===== src/rtl/phase_accumulator.sv =====
// Phase accumulator (NCO core) for the PLL frequency-generation path.
// Adds the active frequency control word to the phase register on each
// enabled cycle; the carry-out is registered as a one-cycle wrap pulse and
// toggles tick_out. A new word accepted over fcw_valid/fcw_ready is held
// pending and swapped in only on a wrap edge so the waveform stays glitch-free.
// Optional: define PHASE_ACC_WRAP_CNT_EN to add the 8-bit wrap_cnt output.
//
//   state   | meaning
//   --------+------------------------------------------------------------
//   IDLE    | no word loaded yet; phase held at 0, en ignored
//   RUN     | accumulating with fcw_active, ready for a retune word
//   PENDING | accumulating, retune word held in fcw_pend until next wrap
module phase_accumulator #(
  parameter int SIZE = 16
) (
  input  logic            clk,
  input  logic            rst_n,
  input  logic            en,
  input  logic            sync_clr,
  input  logic [SIZE-1:0] fcw,
  input  logic            fcw_valid,
  output logic            fcw_ready,
  output logic [SIZE-1:0] phase,
  output logic            wrap,
  output logic            tick_out,
  output logic            active
`ifdef PHASE_ACC_WRAP_CNT_EN
  ,
  output logic [7:0]      wrap_cnt
`endif
);

  typedef enum logic [1:0] {
    IDLE    = 2'd0,
    RUN     = 2'd1,
    PENDING = 2'd2
  } state_t;

  state_t          state, state_nxt;
  logic [SIZE-1:0] fcw_active, fcw_active_nxt;
  logic [SIZE-1:0] fcw_pend, fcw_pend_nxt;
  logic [SIZE-1:0] phase_nxt;
  logic            wrap_nxt;
  logic            tick_nxt;
  logic            handshake;
  logic [SIZE:0]   sum;

  // A retune word can only be parked while no other word is waiting.
  assign fcw_ready = (state != PENDING);
  assign handshake = fcw_valid && fcw_ready;
  assign sum       = {1'b0, phase} + {1'b0, fcw_active};

  // Next-state and datapath decode; sync_clr overrides en and any handshake.
  always_comb begin
    state_nxt      = state;
    fcw_active_nxt = fcw_active;
    fcw_pend_nxt   = fcw_pend;
    phase_nxt      = phase;
    wrap_nxt       = 1'b0;
    tick_nxt       = tick_out;
    if (sync_clr) begin
      phase_nxt = '0;
      tick_nxt  = 1'b0;
      if (state == PENDING) begin
        fcw_active_nxt = fcw_pend;
        state_nxt      = RUN;
      end
    end else begin
      case (state)
        IDLE: begin
          if (handshake) begin
            fcw_active_nxt = fcw;
            state_nxt      = RUN;
          end
        end
        RUN: begin
          if (en) begin
            phase_nxt = sum[SIZE-1:0];
            wrap_nxt  = sum[SIZE];
            tick_nxt  = tick_out ^ sum[SIZE];
          end
          if (handshake) begin
            fcw_pend_nxt = fcw;
            state_nxt    = PENDING;
          end
        end
        PENDING: begin
          if (en) begin
            phase_nxt = sum[SIZE-1:0];
            wrap_nxt  = sum[SIZE];
            tick_nxt  = tick_out ^ sum[SIZE];
          end
          // A zero word can never wrap, so the pending word is taken at once.
          if ((fcw_active == '0) || (en && sum[SIZE])) begin
            fcw_active_nxt = fcw_pend;
            state_nxt      = RUN;
          end
        end
        default: state_nxt = IDLE;
      endcase
    end
  end

  // State and datapath registers.
  always_ff @(posedge clk or negedge rst_n) begin
    if (!rst_n) begin
      state      <= IDLE;
      fcw_active <= '0;
      fcw_pend   <= '0;
      phase      <= '0;
      wrap       <= 1'b0;
      tick_out   <= 1'b0;
      active     <= 1'b0;
    end else begin
      state      <= state_nxt;
      fcw_active <= fcw_active_nxt;
      fcw_pend   <= fcw_pend_nxt;
      phase      <= phase_nxt;
      wrap       <= wrap_nxt;
      tick_out   <= tick_nxt;
      active     <= (state_nxt != IDLE);
    end
  end

`ifdef PHASE_ACC_WRAP_CNT_EN
  // Free-running count of wrap pulses, advanced on the edge that sets wrap.
  always_ff @(posedge clk or negedge rst_n) begin
    if (!rst_n) begin
      wrap_cnt <= 8'd0;
    end else if (sync_clr) begin
      wrap_cnt <= 8'd0;
    end else if (wrap_nxt) begin
      wrap_cnt <= wrap_cnt + 8'd1;
    end
  end
`endif

endmodule


===== config.mk =====
export PLATFORM = sky130hd
export DESIGN_NAME = phase_accumulator
export DESIGN_NICKNAME = d
export VERILOG_FILES = /design/src/rtl/phase_accumulator.sv
export SDC_FILE = /design/constraint.sdc
export NUM_CORES = 1
export LEC_CHECK = 0
export BUFFER_PORTS_ARGS = -buffer_cell sky130_fd_sc_hd__buf_2
export CAP_MARGIN = 20
export CELL_PAD_IN_SITES_DETAIL_PLACEMENT = 1
export CELL_PAD_IN_SITES_GLOBAL_PLACEMENT = 1
export CORE_ASPECT_RATIO = 1.25
export CORE_UTILIZATION = 40
export DETAILED_ROUTE_END_ITERATION = 10
export PLACE_DENSITY = 0.74
export SLEW_MARGIN = 20
export SYNTH_ARGS = -nofsm -noshare
export SYNTH_HDL_FRONTEND = slang
export SYNTH_SLANG_ARGS = --single-unit

===== constraint.sdc =====
create_clock -name clk -period 8.3 [get_ports clk]
set_input_delay 2.075 -clock clk [delete_from_list [all_inputs] [get_ports clk]]
set_output_delay 2.075 -clock clk [all_outputs]
set_load 0.01 [all_outputs]

# --- Word-level counts from Yosys, hierarchy flattened ---
# Cells that the tools add are included.
word_totals:
  inputBits: 21
  elab_cells: 49
  output_inout_bits: 20
  regBits: 53
classes:
  reduce_logical: 13
  mux: 20
  n_bitwise: 2
  n_eq_ne: 6
  n_addsub: 1
ops:
  columns: ["operator", "count"]
  rows:
  - ["$mux 16", 7]
  - ["$pmux 16 s2", 1]
  - ["$add 16x16->17", 1]
  - ["$logic_not 16->1", 1]
  - ["$mux 2", 5]
  - ["$reduce_bool 2->1", 4]
  - ["$mux 1", 6]
  - ["$pmux 2 s3", 1]
  - ["$reduce_and 4->1", 1]
  - ["$ne 3x2->1 const B", 1]
  - ["$ne 3x3->1 const B", 1]
  - ["$reduce_and 3->1", 1]
  - ["$eq 2x1->1 const B", 1]
  - ["$eq 2x2->1 const B", 1]
  - ["$logic_and 1x1->1", 2]
  - ["$logic_not 2->1", 1]
  - ["$ne 2x1->1 const B", 1]
  - ["$ne 2x2->1 const B", 1]
  - ["$reduce_and 2->1", 1]
  - ["$reduce_or 2->1", 1]
  - ["$logic_or 1x1->1", 1]
  - ["$not 1->1", 1]
  - ["$xor 1x1->1", 1]

# --- Longest topological paths before layout ---
logic_depth:
  word_depth: 7
  depth_mapped: 11
  mapped_depth_nobuf: 10

# --- Worst setup path before layout ---
# No wires, ideal clock.
synth_timing:
  path_kind: "in2reg"
  from: "in sync_clr"
  to: "reg fcw_pend[0]"
  slack_ns: 4.723
  setup_ns: 0.125
  cell_stages: 5
  arrival_time_ns: 3.452
  path_cell_list: "nor2_1 and3_1 clkbuf_1 buf_2 mux2_2"
synth_between:
  elab_chain_cells: 2
synth_lines:
  columns: ["item", "line_no", "rtl"]
  rows:
  - ["start: declaration", "19", "input logic sync_clr,"]
  - ["$not 1->1 (no source line)", null, null]
  - ["$reduce_and 3->1 (no source line)", null, null]
  - ["end signal: assignment", "117", "fcw_pend <= fcw_pend_nxt;"]
  - ["end: declaration", "41", "logic [SIZE-1:0] fcw_pend, fcw_pend_nxt;"]
# Every way passes these cells.
# A chain may end at the register's enable or synchronous reset.

# --- Final worst setup path ---
# Same ends and word-level chain as after synthesis.

==> flow_summary.ini <==
[grt]
grt_pass1_wl_um = 12600
grt_pass1_vias = 2574
grt_max_degree = 54
antenna_found_initial = 0
grt_use_total = 0.199
grt_overflow = 0

[die]
die_y_um = 102
core_area_mm2 = 0.00753
die_x_um = 81.7
die_area_mm2 = 0.00830
io-pin-count = 41
start_util = 0.421
std_cell_rows = 35

[timing]
relSlewSlack = 0.537
finalClockSkew_ps = 9.89
period_share = 0.418
setup_viol = 0
worstMarginPinSlew_ps = 695
hold_viol_final = 0
fin_crit_ps = 3470
rsz0062_at_grt = false
maxSlewViolCount = 0
tns_ps = 0
fmax_ghz = 0.288

[power_and_ir_drop]
p_comb_frac = 0.512
internal_power_mw = 0.801
p_clk_frac = 0.137
swShare = 0.405
leakage_nw = 1.69
vdd_drop_max_mv = 0.137
pwr-share-seq = 0.351
p_switching_mw = 0.546
p_per_area_mw_per_mm2 = 376

[place]
place.port_buffers = 40
place_hpwl_um = 5660
place_congestion = 0.847
place_inst = 422
dpl-instance-area_mm2 = 0.00347

[critical_path]
critPathMaxFanout = 17
worstPathRequired_ps = 8500
critPathArrivalTime_ps = 3660
start_kind = input port
criticalPathCategory = input port to register
crit_path_end_kind = register

[synth]
avgSynthCellArea_um2 = 10.8
synth_common_cells = dfrtp_1, mux2_2, nand2_1
yosys-top-cells-area = dfrtp_1, mux2_2, ha_1
async_flop_share = 1.00
ys_ff_latch = 53
synth.cell_area_mm2 = 0.00317
synth_edf_count = 0
ys_seq_area_frac = 0.418
synth_warnings = 0
syn_nets = 337
synth_top_area_share = 0.418
syn_inst = 294
synth.most_common_cell = dfrtp_1
synth_cell_types = 47
yosysTopAreaCell = dfrtp_1
synthFlopType = dfrtp_1

[final_layout]
area_delta_synth_final_pct = 12.9
finalInstanceArea_mm2 = 0.00358
final_cells = 430
drive_gt1_frac = 0.308
antennaDiodeCount = 0
layout.nets = 380
fill_cells = 861

[drt]
wl_um = 7390
wl_per_cell_um = 17.2
firstDrtPassIters = 4
vias = 2409
drcViolationCount = 0
drtIter0Drc = 75
via_per_inst = 5.60
ant_nets = 0

[cts]
cts_hold_buffers = 0
numClockSinks = 53
postCtsSetupRepairBufs = 0
cts_tree = done
cts_resized = 0
cts.reportedPaths.clkPinSlew_ps = 100
cts_inserted_buffers = 5
clk_latency_ps = 310
h-tree-depth = 2
clockBufferDepth = 2
root_buffer = clkbuf_8

[hold_path]
hold_class = register to register

[flow_run]
maxCapViolCount = 0

[outcome]
status = completed
## worst paths after layout
kind / from / to / slack, ps / depth (start not counted)
max: sync_clr / fcw_pend[0] / 4830 / 5
min: fcw_pend[11] / fcw_pend[11] / 510 / 1
max reg2reg: phase[0] / fcw_active[2] / 5060 / 10
min reg2reg: fcw_pend[11] / fcw_pend[11] / 510 / 1
max in group asynchronous: rst_n / fcw_active[5] / 5980 / 2
min in group asynchronous: rst_n / phase[11] / 1870 / 2
## cell families (layout without fill, tap and decap cells)
group / count (synthesis) / in the layout / share of synthesized area
flip-flops: 53 / 53 / 0.418
buffers and inverters: 16 / 60 / 0.0244
adder cells (fa/ha/maj): 22 / 22 / 0.0891
AO/OA/AOI/OAI: 76 / 76 / 0.160
AND/OR/NAND/NOR: 70 / 70 / 0.103
multiplexers: 48 / 48 / 0.180
XOR/XNOR: 9 / 9 / 0.0248
## stage by stage
| step | power (mW) | setup slack [ps] | util | hold slack, ps |
|---|---|---|---|---|
| after CTS | 1.36 | 4820 | 0.476 | 520 |
| after detailed placement | 1.17 | 4480 | 0.460 | 496 |
| final | 1.35 | 4830 | 0.476 | 515 |
| after global placement | 1.14 | 4540 | 0.460 | 486 |
| after global routing | 1.47 | 4730 | 0.476 | 541 |
| after floorplan | 0.983 | 4720 | - | 477 |
## power groups by stage
stage	logic [mW]	registers, mW	clock network (mW)
after floorplan	0.523	0.460	0
after global placement	0.668	0.472	0
after detailed placement	0.691	0.480	0
after CTS	0.700	0.475	0.190
after global routing	0.775	0.490	0.201
final	0.690	0.473	0.185
## layout make-up
cell class | instances | area [µm²] | area share
clock inverters | 3 | 47.5 | 0.0133
well taps | 92 | 115 | 0.0321
inverters | 9 | 33.8 | 0.00943
repair buffers | 43 | 223 | 0.0622
clock buffers | 5 | 68.8 | 0.0192
multi-input cells | 225 | 1770 | 0.494
flip-flops and latches | 53 | 1330 | 0.370
## layout by cell type (no fill, tap or decap), types with 3 or more instances in the layout
cell type and count:
nand2_1 26, buf_2 40, o211ai_1 4, o21a_1 4
o21ai_0 23, mux2_4 9, clkbuf_8 5, nand3_1 7
mux2_2 37, ha_1 21, nand2b_1 6, nor4_1 4
buf_4 3, nor2_1 16, a211oi_1 3, dfrtp_1 53
a21o_1 4, xnor2_1 3, xor2_1 6, inv_1 9
a21oi_1 17
## critical path, stage by stage
cell,delay [ps]
buf_2,160
nor2_1,100
buf_4,250
and3_1,650
mux2_2,420
## flip-flops by register name (all words and copies together) (netlist names)
| signal | flops |
|---|---|
| fcw_active | 16 |
| fcw_pend | 16 |
| phase | 16 |
| state | 2 |
| active | 1 |
| tick_out | 1 |
| wrap | 1 |
## per-layer routing
layer | vias to the layer above | wire [µm] | global-route usage
met3 | 14 | 240 | 0.0270
met1 | 1194 | 3200 | 0.249
met5 | - | 0 | 0
met4 | 0 | 180 | 0.0729
li1 | 1157 | - | -
met2 | 44 | 3770 | 0.344
No activity file was read; power rests on OpenSTA's default activity.
